**src/rtl/router_pkg.sv**
```systemverilog
// Shared definitions for the router datapath: byte width default, header field layout,
// and the parity-accumulator source select.
package router_pkg;

  localparam int unsigned DEF_DATA_W = 8;

  // Header byte layout: {payload_len, addr}
  localparam int unsigned ADDR_W  = 2;
  localparam int unsigned LEN_LSB = ADDR_W;

  localparam logic [ADDR_W-1:0] ADDR_INVALID = 2'b11;

  // Which byte, if any, is folded into the running parity this cycle
  typedef enum logic [1:0] {
    PAR_SRC_NONE = 2'd0,
    PAR_SRC_HDR  = 2'd1,
    PAR_SRC_DATA = 2'd2,
    PAR_SRC_HOLD = 2'd3
  } par_src_e;

  function automatic logic addr_valid(input logic [ADDR_W-1:0] addr);
    return addr != ADDR_INVALID;
  endfunction

endpackage

```
**src/rtl/router_parity_acc.sv**
```systemverilog
// Running XOR of header and payload bytes for the current packet, compared against the
// captured parity byte.
module router_parity_acc
  import router_pkg::*;
#(
  parameter int unsigned DATA_W = DEF_DATA_W
) (
  input  logic              clock,
  input  logic              reset,
  input  logic              clr,
  input  logic              xor_en,
  input  logic [DATA_W-1:0] xor_data,
  input  logic [DATA_W-1:0] ref_par,
  output logic [DATA_W-1:0] int_par,
  output logic              mismatch_c
);

  always_ff @(posedge clock) begin
    if (reset) begin
      int_par <= '0;
    end else if (clr) begin
      int_par <= '0;
    end else if (xor_en) begin
      int_par <= int_par ^ xor_data;
    end
  end

  assign mismatch_c = (int_par != ref_par);

endmodule

```
**src/rtl/router_reg.sv**
```systemverilog
// Router register stage: header/hold/dout registers, parity capture and check, FSM status flags.
// Optional payload length check enabled by defining ROUTER_REG_LEN_CHECK_EN (adds len_err).
module router_reg
  import router_pkg::*;
#(
  parameter int unsigned DATA_W = DEF_DATA_W
) (
  input  logic              clock,
  input  logic              reset,
  input  logic              pkt_valid,
  input  logic [DATA_W-1:0] data_in,
  input  logic              fifo_full,
  input  logic              detect_add,
  input  logic              lfd_state,
  input  logic              ld_state,
  input  logic              laf_state,
  input  logic              full_state,
  input  logic              rst_int_reg,
  output logic              parity_done,
  output logic              low_pkt_valid,
  output logic              err,
  output logic [DATA_W-1:0] dout
`ifdef ROUTER_REG_LEN_CHECK_EN
  ,
  output logic              len_err
`endif
);

  logic [DATA_W-1:0] hdr;
  logic [DATA_W-1:0] hold;
  logic              hold_payload;
  logic [DATA_W-1:0] pkt_par;
  logic              parity_done_q;

  par_src_e          par_src;
  logic              par_xor_en;
  logic [DATA_W-1:0] par_xor_data;
  logic              par_from_data;
  logic              par_from_hold;
  logic              par_set;
  logic [DATA_W-1:0] par_byte;
  logic              hdr_load;
  logic              parity_rise;
  logic [DATA_W-1:0] int_par;
  logic              mismatch_c;

  // Parity source select and parity-byte capture conditions
  always_comb begin
    par_src      = PAR_SRC_NONE;
    par_xor_data = '0;
    if (lfd_state) begin
      par_src = PAR_SRC_HDR;
    end else if (ld_state && pkt_valid && !fifo_full && !full_state) begin
      par_src = PAR_SRC_DATA;
    end else if (laf_state && hold_payload) begin
      par_src = PAR_SRC_HOLD;
    end

    case (par_src)
      PAR_SRC_HDR:  par_xor_data = hdr;
      PAR_SRC_DATA: par_xor_data = data_in;
      PAR_SRC_HOLD: par_xor_data = hold;
      default:      par_xor_data = '0;
    endcase
    par_xor_en = (par_src != PAR_SRC_NONE);

    par_from_data = ld_state && !fifo_full && !pkt_valid;
    par_from_hold = laf_state && low_pkt_valid && !parity_done;
    par_set       = par_from_data || par_from_hold;
    par_byte      = par_from_data ? data_in : hold;

    hdr_load    = detect_add && pkt_valid && addr_valid(data_in[ADDR_W-1:0]);
    parity_rise = parity_done && !parity_done_q;
  end

  router_parity_acc #(
    .DATA_W(DATA_W)
  ) u_parity_acc (
    .clock     (clock),
    .reset     (reset),
    .clr       (detect_add),
    .xor_en    (par_xor_en),
    .xor_data  (par_xor_data),
    .ref_par   (pkt_par),
    .int_par   (int_par),
    .mismatch_c(mismatch_c)
  );

  // Header, stall hold register and FIFO write data
  always_ff @(posedge clock) begin
    if (reset) begin
      hdr          <= '0;
      hold         <= '0;
      hold_payload <= 1'b0;
      dout         <= '0;
    end else begin
      if (hdr_load) begin
        hdr <= data_in;
      end
      // A byte presented while the FIFO is full is parked until LOAD_AFTER_FULL
      if (ld_state && fifo_full) begin
        hold         <= data_in;
        hold_payload <= pkt_valid;
      end
      if (lfd_state) begin
        dout <= hdr;
      end else if (ld_state && !fifo_full) begin
        dout <= data_in;
      end else if (laf_state) begin
        dout <= hold;
      end
    end
  end

  // Parity capture, status flags and error
  always_ff @(posedge clock) begin
    if (reset) begin
      pkt_par       <= '0;
      parity_done   <= 1'b0;
      parity_done_q <= 1'b0;
      low_pkt_valid <= 1'b0;
      err           <= 1'b0;
    end else begin
      parity_done_q <= parity_done;
      if (par_set) begin
        pkt_par <= par_byte;
      end

      if (detect_add) begin
        parity_done <= 1'b0;
      end else if (par_set) begin
        parity_done <= 1'b1;
      end

      if (rst_int_reg) begin
        low_pkt_valid <= 1'b0;
      end else if (ld_state && !pkt_valid) begin
        low_pkt_valid <= 1'b1;
      end

      // int_par is final by the cycle after the parity byte lands
      if (detect_add) begin
        err <= 1'b0;
      end else if (parity_rise) begin
        err <= mismatch_c;
      end
    end
  end

`ifdef ROUTER_REG_LEN_CHECK_EN
  localparam int unsigned LEN_W = DATA_W - LEN_LSB;

  logic [LEN_W-1:0] len_cnt;

  // Saturating count of payload bytes folded into parity
  always_ff @(posedge clock) begin
    if (reset) begin
      len_cnt <= '0;
      len_err <= 1'b0;
    end else begin
      if (detect_add) begin
        len_cnt <= '0;
      end else if ((par_src == PAR_SRC_DATA || par_src == PAR_SRC_HOLD) && (len_cnt != '1)) begin
        len_cnt <= len_cnt + LEN_W'(1);
      end

      if (detect_add) begin
        len_err <= 1'b0;
      end else if (par_set) begin
        len_err <= (len_cnt != hdr[DATA_W-1:LEN_LSB]);
      end
    end
  end
`endif

endmodule

```
**config.mk**
```make
export PLATFORM = sky130hd
export DESIGN_NAME = router_reg
export DESIGN_NICKNAME = d
export VERILOG_FILES = /design/src/rtl/router_pkg.sv /design/src/rtl/router_parity_acc.sv /design/src/rtl/router_reg.sv
export SDC_FILE = /design/constraint.sdc
export NUM_CORES = 1
export LEC_CHECK = 0
export ABC_AREA = 1
export BUFFER_PORTS_ARGS = -buffer_cell sky130_fd_sc_hd__buf_2
export CELL_PAD_IN_SITES_DETAIL_PLACEMENT = 0
export CELL_PAD_IN_SITES_GLOBAL_PLACEMENT = 1
export CORE_ASPECT_RATIO = 0.9
export CORE_MARGIN = 2
export CORE_UTILIZATION = 44
export CTS_CLUSTER_SIZE = 8
export DETAILED_ROUTE_END_ITERATION = 10
export PLACE_DENSITY_LB_ADDON = 0.1
export SYNTH_ARGS = -nofsm -noshare
export SYNTH_HDL_FRONTEND = slang
export SYNTH_SLANG_ARGS = --single-unit
```
**constraint.sdc**
```tcl
create_clock -name clock -period 1.8 [get_ports clock]
set_input_delay 0.09 -clock clock [delete_from_list [all_inputs] [get_ports clock]]
set_output_delay 0.09 -clock clock [all_outputs]
set_load 0.02 [all_outputs]
```
==> Word level (Yosys, flattened, before mapping) <==
Cells that the tools add are included.
{ "totals": {"regBits": 45, "in_bits": 18, "output_inout_bits": 11, "wordCells": 47} }
{ "op_classes": {"n_eq_ne": 5, "mux": 8, "bitwise_logic": 1, "reduce_logical": 23} }
{ "ops": {"columns": ["operator", "n"], "rows": [
  ["2-to-1 mux 8 bit", 4],
  ["one-hot mux 8 bit (3 select lines)", 1],
  ["logical AND 1 bit", 13],
  ["!= test 8 bit", 1],
  ["XOR 8 bit", 1],
  ["2-to-1 mux 2 bit", 3],
  ["zero test 1 bit", 5],
  ["equality test 2 bit (second input constant)", 2],
  ["OR reduction 2 bit", 2],
  ["nonzero test 3 bit", 1],
  ["equality test 2 x 1 -> 1 bit (second input constant)", 1],
  ["!= test 2 bit (second input constant)", 1],
  ["nonzero test 2 bit", 1],
  ["logical OR 1 bit", 1]
]} }

==> Logic depth before layout (Yosys ltp) <==
Gate-level depths: netlist (run 1).
{ "depth": {"ltp_word": 8, "depth_mapped": 9, "ltp_nobuf": 9} }

==> Modules after synthesis <==
Synthesis (run 1) repeated with hierarchy kept, for this count alone.
{ "hier_totals": {"hier_cells": 329, "area_unflattened_um2": 2244.7} }
{ "modules_own_cells": {"columns": ["mod", "instances", "cells_each", "area_each_um2", "seq_area_each_um2"], "rows": [
  ["router_reg", 1, 263, 1745.4, 740.7],
  ["router_parity_acc", 1, 66, 499.2, 160.2]
]} }

==> Least setup slack after synthesis (run 1) <==
OpenSTA, ideal clock, no wires.
{ "synth_path": {"path_type": "reg-to-reg", "start": "register low_pkt_valid", "end": "register pkt_par[0]", "setup_ns": 0.057, "arrival_time_ns": 1.153, "t_required_ns": 1.743, "setup_slack_ns": 0.590, "stages_incl_launch_ff": 7, "n_path_buf": 0, "synth_period_minus_slack_ns": 1.210, "cell_sequence": "dfxtp_1 -> nand2_1 -> nor2_1 -> nand3_1 -> o211ai_1 -> nand2_1 -> inv_1"} }
{ "synth_via": {"elab_chain_len": 3} }
{ "synth_rtl": {"columns": ["item", "line_no", "rtl"], "rows": [
  ["start, declared", "router_reg.sv:20", "output logic low_pkt_valid,"],
  ["start signal, assigned", "router_reg.sv:121", "low_pkt_valid <= 1'b0;"],
  ["start signal, assigned", "router_reg.sv:136", "low_pkt_valid <= 1'b0;"],
  ["start signal, assigned", "router_reg.sv:138", "low_pkt_valid <= 1'b1;"],
  ["logical AND 1 bit (2 in series)", "router_reg.sv:68", "par_from_hold = laf_state && low_pkt_valid && !parity_done;"],
  ["logical OR 1 bit", "router_reg.sv:69", "par_set = par_from_data || par_from_hold;"],
  ["end signal, assigned", "router_reg.sv:126", "pkt_par <= par_byte;"],
  ["end, declared", "router_reg.sv:32", "logic [DATA_W-1:0] pkt_par;"]
]} }
No other way between the ends.
A chain may end at the register's enable or synchronous reset.

==> Worst setup path after layout (run 1) <==
{ "layout_path": {"start": "register low_pkt_valid", "end": "register pkt_par[7]"} }
Same word-level chain as after synthesis.

==> flow_summary.ini, run 1 <==
[run_status]
status = complete, no violations

[pwr]
p_leak_uw = 0.00111
internal_power_uw = 1700
ir_worst_vdd_v = 0.000549
p_switching_uw = 582
powerDensity_nw_per_um2 = 898
netSwitchingFraction = 0.255
p_clk_frac = 0.399
pwr-share-comb = 0.127
power_uw = 2280
p_seq_frac = 0.473

[synthesis]
synth_xor_area_frac = 0.0121
async_reset_ff_frac = 0
ys_types = 28
synthMuxAreaShare = 0
synth_commonest_cells = nor2_1 (55), nand2_1 (47), dfxtp_1 (45), o21ai_0 (27), inv_1 (26)
syn-mean-instance-area_um2 = 7.29
yosysTopAreaCell = dfxtp_1
synth_top_family_by_area = simple AND/OR/NAND/NOR gates
synth-edff-count = 0
synth-main-ff-cell = dfxtp_1
ys_ff_latch = 45
synth_area_um2 = 2180
ys_seq_area_frac = 0.414
synthAdderAreaFrac = 0
ys_warn_count = 0
synth.most_common_cell = nor2_1
synth-compound-area-share = 0.166
netlist_top_cells_area = dfxtp_1 (41%), nor2_1 (9.5%), nand2_1 (8.1%), o21ai_0 (6.2%), o211ai_1 (5.5%)
yosys.area_share.simple = 0.346
synth_top_area_frac = 0.414
synth_fp_nets = 317
syn_inst = 299

[layout]
drive_gt1_frac = 0.204
fin_area_um2 = 2540
nets = 351
areaGrowthSynthToFinish_pct = 16.8
stdcell_count = 399
antennaDiodeCount = 0

[worst_setup_path]
rr_startpoint = low_pkt_valid$_SDFFE_PP0P_
worst-setup-path-type = flip-flop to flip-flop
cp.required_ns = 2.05
critPathLaunch = low_pkt_valid$_SDFFE_PP0P_
crit_end = pkt_par[7]$_SDFFE_PP0P_
worstPathArrival_ns = 1.54
r2r-end = pkt_par[7]$_SDFFE_PP0P_
reg2reg_depth = 6
end_kind = flip-flop
start_kind = flip-flop
reg2reg_slack_ns = 0.51
cp_max_fo = 8

[grt]
grt.total_usage = 0.211
grt_start_max_net_pins = 34
grt_pass1_vias = 1912
antenna_found_initial = 0
overflow = 0
grt_pass1_wl_um = 9200

[clock_tree]
post_cts_buffers = 0
ctsHoldBuffers = 2
cts-root-buf = clkbuf_8
cts_buffer_depth = 2
cts_htree_levels = 2
path_clk_slew_ns = 0.09
cts_buffers = 5
post_cts_resized = 0
clock_sinks = 45
clk_latency_ns = 0.30
tritoncts = yes

[job]
maxCapViolCount = 0

[die]
core_um2 = 4800
die_w_um = 78.2
dieArea_um2 = 5530
die_y_um = 70.8
initial_utilization = 0.453
fp-row-count = 24
boundaryPins = 29

[placed_design]
place_hpwl_um = 4040
gp_congestion = 0.832
dp_cells = 389
placed_cell_area_um2 = 2390
port_buffers = 28
pre_cts_ws_ns = 0.534

[timing]
rsz0062_at_grt = no
setup_violations = 0
final_max_slew_viol_count = 0
hold_viol = 0
period_needed_ns = 1.29
fmax_ghz = 0.775
clock_skew_ns = 0.00581
worstMarginPinSlew_ns = 0.526
fin_crit_sh = 0.716
finalSetupTns_ns = 0
slew_headroom = 0.648
fin_ws_ns = 0.510

[detailed_routing]
drc = 0
post_drt_wl_per_cell_um = 13.7
vias = 2006
drt-vias-per-instance = 5.03
ant_nets = 0
dr.first_iter.drc_count = 82
wl_um = 5450
first_pass_iters = 4

[min_path]
min-delay-start = data_in[6]
hp-class = primary input to flip-flop
worst max-delay path, cell delays in order (launching register included):
cell and delay, ns:
dfxtp_1 0.35, nand2_1 0.08, nor2_1 0.42, nand3_1 0.16, o211ai_1 0.11, nand2_1 0.07
inv_1 0.05
flip-flops by register name (all words and copies together) (netlist names):
name and flops:
hdr 8, parity_done_q 1, parity_done 1, hold 8, err 1, pkt_par 8
dout 8, u_parity_acc.int_par 8, low_pkt_valid 1, hold_payload 1
power groups by stage:
stage / clock network, µW / registers (µW) / logic [µW]
after detailed placement: 0 / 1100 / 288
after floorplan: 0 / 1120 / 173
final: 912 / 1080 / 291
after CTS: 924 / 1080 / 292
after global placement: 0 / 1100 / 285
after global routing: 954 / 1090 / 331
through the flow:
step / util / hold slack [ns]
after floorplan: - / 0.162
after global placement: 0.498 / 0.250
after detailed placement: 0.498 / 0.255
after CTS: 0.530 / 0.118
after global routing: 0.530 / 0.131
final: 0.530 / 0.124
cell usage in the layout, fill, tap and decap left out, drive strengths merged:
cell type     n
xnor2         3
dfxtp        45
nand3        29
or2           8
a31oi         8
o211ai       16
o21ai        30
nor2         58
nand2        57
clkbuf        5
bufinv        2
nor3          1
inv          28
clkinv        3
dlygate4sd3   2
buf          30
nand4         2
o22ai         2
a21oi         5
final cells by class:
| class | instances | area (µm²) |
|---|---|---|
| multi-input combinational | 219 | 1140 |
| sequential | 45 | 901 |
| tap | 65 | 81.3 |
| inverter | 30 | 113 |
| clock buffer | 5 | 68.8 |
| clock inverter | 3 | 65.1 |
| fill | 485 | 2260 |
| timing repair buffer | 32 | 175 |
kinds of logic after synthesis:
group                  count (synthesis)
AO/OA/AOI/OAI                         61
AND/OR/NAND/NOR                      155
XOR/XNOR                               3
flip-flops                            45
buffers and inverters                 35
worst min-delay path by stage:
stage	cells past startpoint	end
detailed placement	2	low_pkt_valid$_SDFFE_PP0P_
finish	3	hold[6]$_SDFFE_PP0P_
CTS	3	hold[4]$_SDFFE_PP0P_
global placement	2	low_pkt_valid$_SDFFE_PP0P_
floorplan	1	parity_done_q$_SDFF_PP0_
global route	3	hold[4]$_SDFFE_PP0P_
metal layers:
| layer | vias up | global-route usage | wire, µm |
|---|---|---|---|
| met3 | 7 | 0.0383 | 165 |
| met1 | 899 | 0.283 | 2730 |
| li1 | 1063 | - | - |
| met4 | 0 | 0.0663 | 67 |
| met5 | - | 0 | 0 |
| met2 | 37 | 0.348 | 2490 |
Note: power is estimated with default switching activity, not from simulation.
==> run 2: changes to the inputs <==
- ABC_AREA: 1 -> 0
- CORE_UTILIZATION: 44 -> 38
- clock period: 1.8 -> 1.1 ns (I/O delays scaled with it)
==> run 2 against run 1 <==
Wire length is 1.5% lower. Cell count is 8.5% lower. Largest cell class unchanged. Area after synthesis is 1.0% lower. Global-route usage is 2.9 points lower. Worst hold slack worse by 0.087 ns. Fmax is 7.8% higher. Cell area is 5.6% higher. Clock power is 24% higher. Clock-buffer cell count is 2 higher. The flow now finishes with violations (negative setup slack). First-iteration DRC count is 9.8% lower. Register-to-register slack worse by 0.61 ns. Flip-flop and latch count stayed put. Critical endpoint is now u_parity_acc.int_par[0]$_SDFFE_PP0P_.
==> flow_summary.ini, run 2 <==
[timing]
worstMarginPinSlew_ns = 0.415
rsz0062_at_grt = yes
fmax_ghz = 0.836
fin_ws_ns = -0.0959
fin_crit_sh = 1.09
period_needed_ns = 1.20
setup_violations = 12
slew_headroom = 0.724
finalSetupTns_ns = -0.702
final_max_slew_viol_count = 0
hold_viol = 0
clock_skew_ns = 0.00605
whs_ns = 0.0368

[synthesis]
synth_fp_nets = 276
synth_area_um2 = 2160
synth-main-ff-cell = dfxtp_1
ys_types = 31
netlist_top_cells_area = dfxtp_1 (42%), nor2_1 (7.1%), a211oi_1 (5.6%), a21oi_1 (4.6%), a311o_1 (3.7%)
synth_top_area_frac = 0.418
async_reset_ff_frac = 0
ys_seq_area_frac = 0.418
syn-mean-instance-area_um2 = 8.36
syn_inst = 258
ys_ff_latch = 45
synth_commonest_cells = dfxtp_1 (45), nor2_1 (41), a21oi_1 (20), nand2_1 (20), a211oi_1 (16)
ys_warn_count = 0
synth-edff-count = 0
yosysTopAreaCell = dfxtp_1
synth.most_common_cell = dfxtp_1

[clock_tree]
cts_buffer_depth = 2
cts_htree_levels = 2
post_cts_buffers = 0
cts-root-buf = clkbuf_8
tritoncts = yes
path_clk_slew_ns = 0.09
clock_sinks = 45
cts_buffers = 5
clk_latency_ns = 0.30

[placed_design]
pre_cts_ws_ns = -0.141
port_buffers = 28
place_hpwl_um = 3930
gp_congestion = 0.742

[pwr]
power_uw = 3370
powerDensity_nw_per_um2 = 1250
p_leak_uw = 0.00111
ir_worst_vdd_v = 0.000664

[worst_setup_path]
cp_max_fo = 8
r2r-end = u_parity_acc.int_par[0]$_SDFFE_PP0P_
worst-setup-path-type = flip-flop to flip-flop
start_kind = flip-flop
end_kind = flip-flop
worstPathArrival_ns = 1.42
reg2reg_slack_ns = -0.1
cp.required_ns = 1.33
reg2reg_depth = 4
critPathLaunch = hold_payload$_SDFFE_PP0P_
rr_startpoint = hold_payload$_SDFFE_PP0P_

[die]
dieArea_um2 = 6290
core_um2 = 5560
die_y_um = 75.5
initial_utilization = 0.388
boundaryPins = 29
fp-row-count = 26
die_w_um = 83.4

[layout]
nets = 312
finish.utilization = 0.483
areaGrowthSynthToFinish_pct = 24.6
fillers = 561
final_common_cell = dfxtp_1
drive_gt1_frac = 0.312
layout_common_cells = dfxtp_1 (42), nor2_1 (36), buf_2 (28), nand2_1 (20), a21oi_1 (20)
antennaDiodeCount = 0

[grt]
grt_pass1_vias = 1830
antenna_found_initial = 0
overflow = 0
grt_start_max_net_pins = 36
grt.total_usage = 0.182
grt_pass1_wl_um = 8950

[run_status]
status = finished with violations
violations = negative setup slack

[detailed_routing]
wl_um = 5370
drc = 0
drt-vias-per-instance = 5.37
first_pass_iters = 4
vias = 1960
post_drt_wl_per_cell_um = 14.7
ant_nets = 0
dr.first_iter.drc_count = 74

[min_path]
min-delay-start = data_in[6]
holdPathEnd = hold[6]$_SDFFE_PP0P_
whs_path_depth = 3
hp-class = primary input to flip-flop

[job]
maxCapViolCount = 0
==> run 2: what timing repair did <==
item | 4_1_cts | 5_1_grt
gates cloned | 0 | 0
endpoints found under the setup margin | 17 | 18
pin swaps | 5 | 2
hold buffers | 1 | 0
hold endpoints to repair | 1 | 0
gates resized for setup | 7 | 15
==> run 2: how the worst max path moves through the flow <==
stage | endpoint | cells past startpoint
finish | u_parity_acc.int_par[0]$_SDFFE_PP0P_ | 4
global route | u_parity_acc.int_par[3]$_SDFFE_PP0P_ | 4
CTS | u_parity_acc.int_par[5]$_SDFFE_PP0P_ | 4
detailed placement | u_parity_acc.int_par[2]$_SDFFE_PP0P_ | 6
global placement | u_parity_acc.int_par[6]$_SDFFE_PP0P_ | 6
floorplan | pkt_par[6]$_SDFFE_PP0P_ | 5
==> run 2: cell type report <==
| cell class | count | area [µm²] | area share |
|---|---|---|---|
| Sequential cell | 45 | 907 | 0.338 |
| Timing Repair Buffer | 49 | 342 | 0.127 |
| Inverter | 9 | 33.8 | 0.0126 |
| Multi-Input combinational cell | 184 | 1210 | 0.452 |
| Tap cell | 70 | 87.6 | 0.0326 |
| Clock buffer | 7 | 96.3 | 0.0359 |
| Clock inverter | 1 | 5.00 | 0.00186 |
==> run 2: kinds of logic after synthesis <==
| family | after synthesis | share of synthesized area |
|---|---|---|
| AO/OA/AOI/OAI | 62 | 0.211 |
| XOR/XNOR | 8 | 0.0325 |
| AND/OR/NAND/NOR | 106 | 0.239 |
| flip-flops | 45 | 0.418 |
| buffers and inverters | 29 | 0.0627 |
| multiplexers | 8 | 0.0371 |
==> run 2: through the flow <==
stage	instance area, µm²	cells
CTS	2630	365
floorplan	2200	258
global placement	2500	356
detailed placement	2500	356
finish	2690	365
global route	2690	365
==> run 2: where the power goes <==
part	internal [µW]	total, µW	switching, µW	leakage (µW)
Combinational	215	498	283	0.000683
Sequential	1700	1740	45.4	0.000369
Clock	568	1130	560	0.0000542
Total	2480	3370	888	0.00111
==> run 2: worst max-delay path, stage by stage (launching register included) <==
cell and delay [ns]:
dfxtp_1 0.31, and3b_2 0.26, a32o_2 0.30, o21a_1 0.17, nor3_2 0.09
==> run 2: metal layers <==
layer	track usage	wire length, µm
met5	0	0
met4	0.0692	89
met3	0.0314	163
met2	0.317	2620
met1	0.232	2500
==> run 3: changes to the inputs <==
- CTS_CLUSTER_DIAMETER: unset -> 40
- REMOVE_ABC_BUFFERS: unset -> 1
==> run 3 against run 2 <==
The run still ends with negative setup slack left. Sequential power hardly changed. Setup slack lost 0.039 ns. Largest power group unchanged. Power shrank 1.5%. Critical path depth stayed put.
==> flow_summary.ini, run 3 (synthesis gave the netlist of run 2 again) <==
[run_status]
status = finished with violations
violations = negative setup slack

[clock_tree]
tritoncts = yes
cts_buffer_depth = 2
cts-root-buf = clkbuf_8
clock_sinks = 45
cts_buffers = 5
path_clk_slew_ns = 0.08
cts_htree_levels = 2
clk_latency_ns = 0.29
post_cts_buffers = 0

[detailed_routing]
drt-vias-per-instance = 5.39
first_pass_iters = 4
vias = 2041
drc = 0
post_drt_wl_per_cell_um = 16.4
ant_nets = 0
dr.first_iter.drc_count = 83
wl_um = 6220

[worst_setup_path]
reg2reg_slack_ns = -0.13
critPathLaunch = hold_payload$_SDFFE_PP0P_
crit_chain = and3b_2 > a32o_2 > o21a_1 > nor3_2
worstPathArrival_ns = 1.46
cp_max_fo = 8
r2r-end = u_parity_acc.int_par[3]$_SDFFE_PP0P_
reg2reg_depth = 4
slowest_stage = dfxtp_2
start_kind = flip-flop
cp.required_ns = 1.33
worst-setup-path-type = flip-flop to flip-flop
crit_end = u_parity_acc.int_par[3]$_SDFFE_PP0P_
rr_startpoint = hold_payload$_SDFFE_PP0P_
cp_slowest_stage_delay_ns = 0.32
end_kind = flip-flop

[timing]
hold_viol = 0
setup_violations = 9
rsz0062_at_grt = yes
fmax_ghz = 0.810
period_needed_ns = 1.23
whs_ns = 0.0500
clock_skew_ns = 0.00261
slew_headroom = 0.714
final_max_slew_viol_count = 0
fin_ws_ns = -0.135
fin_crit_sh = 1.12
worstMarginPinSlew_ns = 0.429

[placed_design]
place_hpwl_um = 4200
placed_cell_area_um2 = 2550
port_buffers = 28
gp_congestion = 0.734
dp_cells = 370

[pwr]
pwr-share-comb = 0.169
p_seq_frac = 0.527
p_switching_uw = 919
internal_power_uw = 2400
p_leak_uw = 0.00115
p_clk_frac = 0.303
ir_worst_vdd_v = 0.000589
netSwitchingFraction = 0.277
powerDensity_nw_per_um2 = 1170

[die]
initial_utilization = 0.388
fp-row-count = 26
dieArea_um2 = 6290
die_w_um = 83.4
core_um2 = 5560
die_y_um = 75.5
boundaryPins = 29

[grt]
grt.total_usage = 0.203
grt_pass1_vias = 1900
antenna_found_initial = 0
grt_start_max_net_pins = 36
overflow = 0
grt_pass1_wl_um = 9870

[layout]
stdcell_count = 379
antennaDiodeCount = 0
nets = 326
fin_area_um2 = 2830
final_common_cell = dfxtp_1
layout_common_cells = dfxtp_1 (36), nor2_1 (33), buf_4 (31), buf_2 (28), nand2_1 (20)
areaGrowthSynthToFinish_pct = 31.1
drive_gt1_frac = 0.379

[min_path]
min-delay-start = data_in[6]
hp-class = primary input to flip-flop

[job]
maxCapViolCount = 0
-- run 3: repair_timing --
item | in CTS | in global routing
pin swaps | 11 | 11
endpoints found under the setup margin | 11 | 17
hold buffers | 1 | 0
hold endpoints to repair | 1 | 0
gates resized for setup | 18 | 35
-- run 3: worst min-delay path by stage --
| stage | end | cells past startpoint |
|---|---|---|
| after floorplan | hold[0]$_SDFFE_PP0P_ | 1 |
| after global placement | low_pkt_valid$_SDFFE_PP0P_ | 2 |
| after detailed placement | low_pkt_valid$_SDFFE_PP0P_ | 2 |
| after CTS | hold[3]$_SDFFE_PP0P_ | 3 |
| after global routing | hold[2]$_SDFFE_PP0P_ | 3 |
| final | hold[6]$_SDFFE_PP0P_ | 3 |
-- run 3: critical path, delay by kind of cell, from the launching register on --
kind / cells / cell delay, ns
simple gates: 2 / 0.37
compound gates: 2 / 0.48
flops: 1 / 0.32
-- run 3: power groups by stage --
stage / Sequential [µW] / Clock, µW / Combinational, µW
floorplan: 1800 / 0 / 211
global placement: 1780 / 0 / 519
detailed placement: 1780 / 0 / 517
CTS: 1750 / 1050 / 535
global route: 1760 / 1100 / 615
finish: 1750 / 1010 / 563
-- run 3: per-layer routing --
metal / wire length [µm] / vias to the layer above / GRT usage
met2: 2810 / 38 / 0.338
met4: 78 / 0 / 0.0583
li1: - / 1016 / -
met3: 164 / 7 / 0.0368
met5: 0 / - / 0
met1: 3160 / 980 / 0.277
-- run 3: layout make-up --
type | count | area (µm²)
fillers | 570 | 2740
multi-input cells | 184 | 1290
flip-flops and latches | 45 | 912
repair buffers | 63 | 425
well taps | 70 | 87.6
clock buffers | 8 | 80.1
inverters | 9 | 33.8
-- run 3: through the flow --
step	setup WS (ns)	util	setup TNS [ns]	total power, µW
6_report	-0.135	0.508	-0.907	3320
5_1_grt	-0.227	0.508	-1.97	3480
4_1_cts	-0.116	0.484	-1.00	3330
3_5_place_dp	-0.183	0.458	-3.20	2300
3_3_place_gp	-0.200	0.458	-2.96	2300
2_1_floorplan	-0.215	-	-2.95	2010
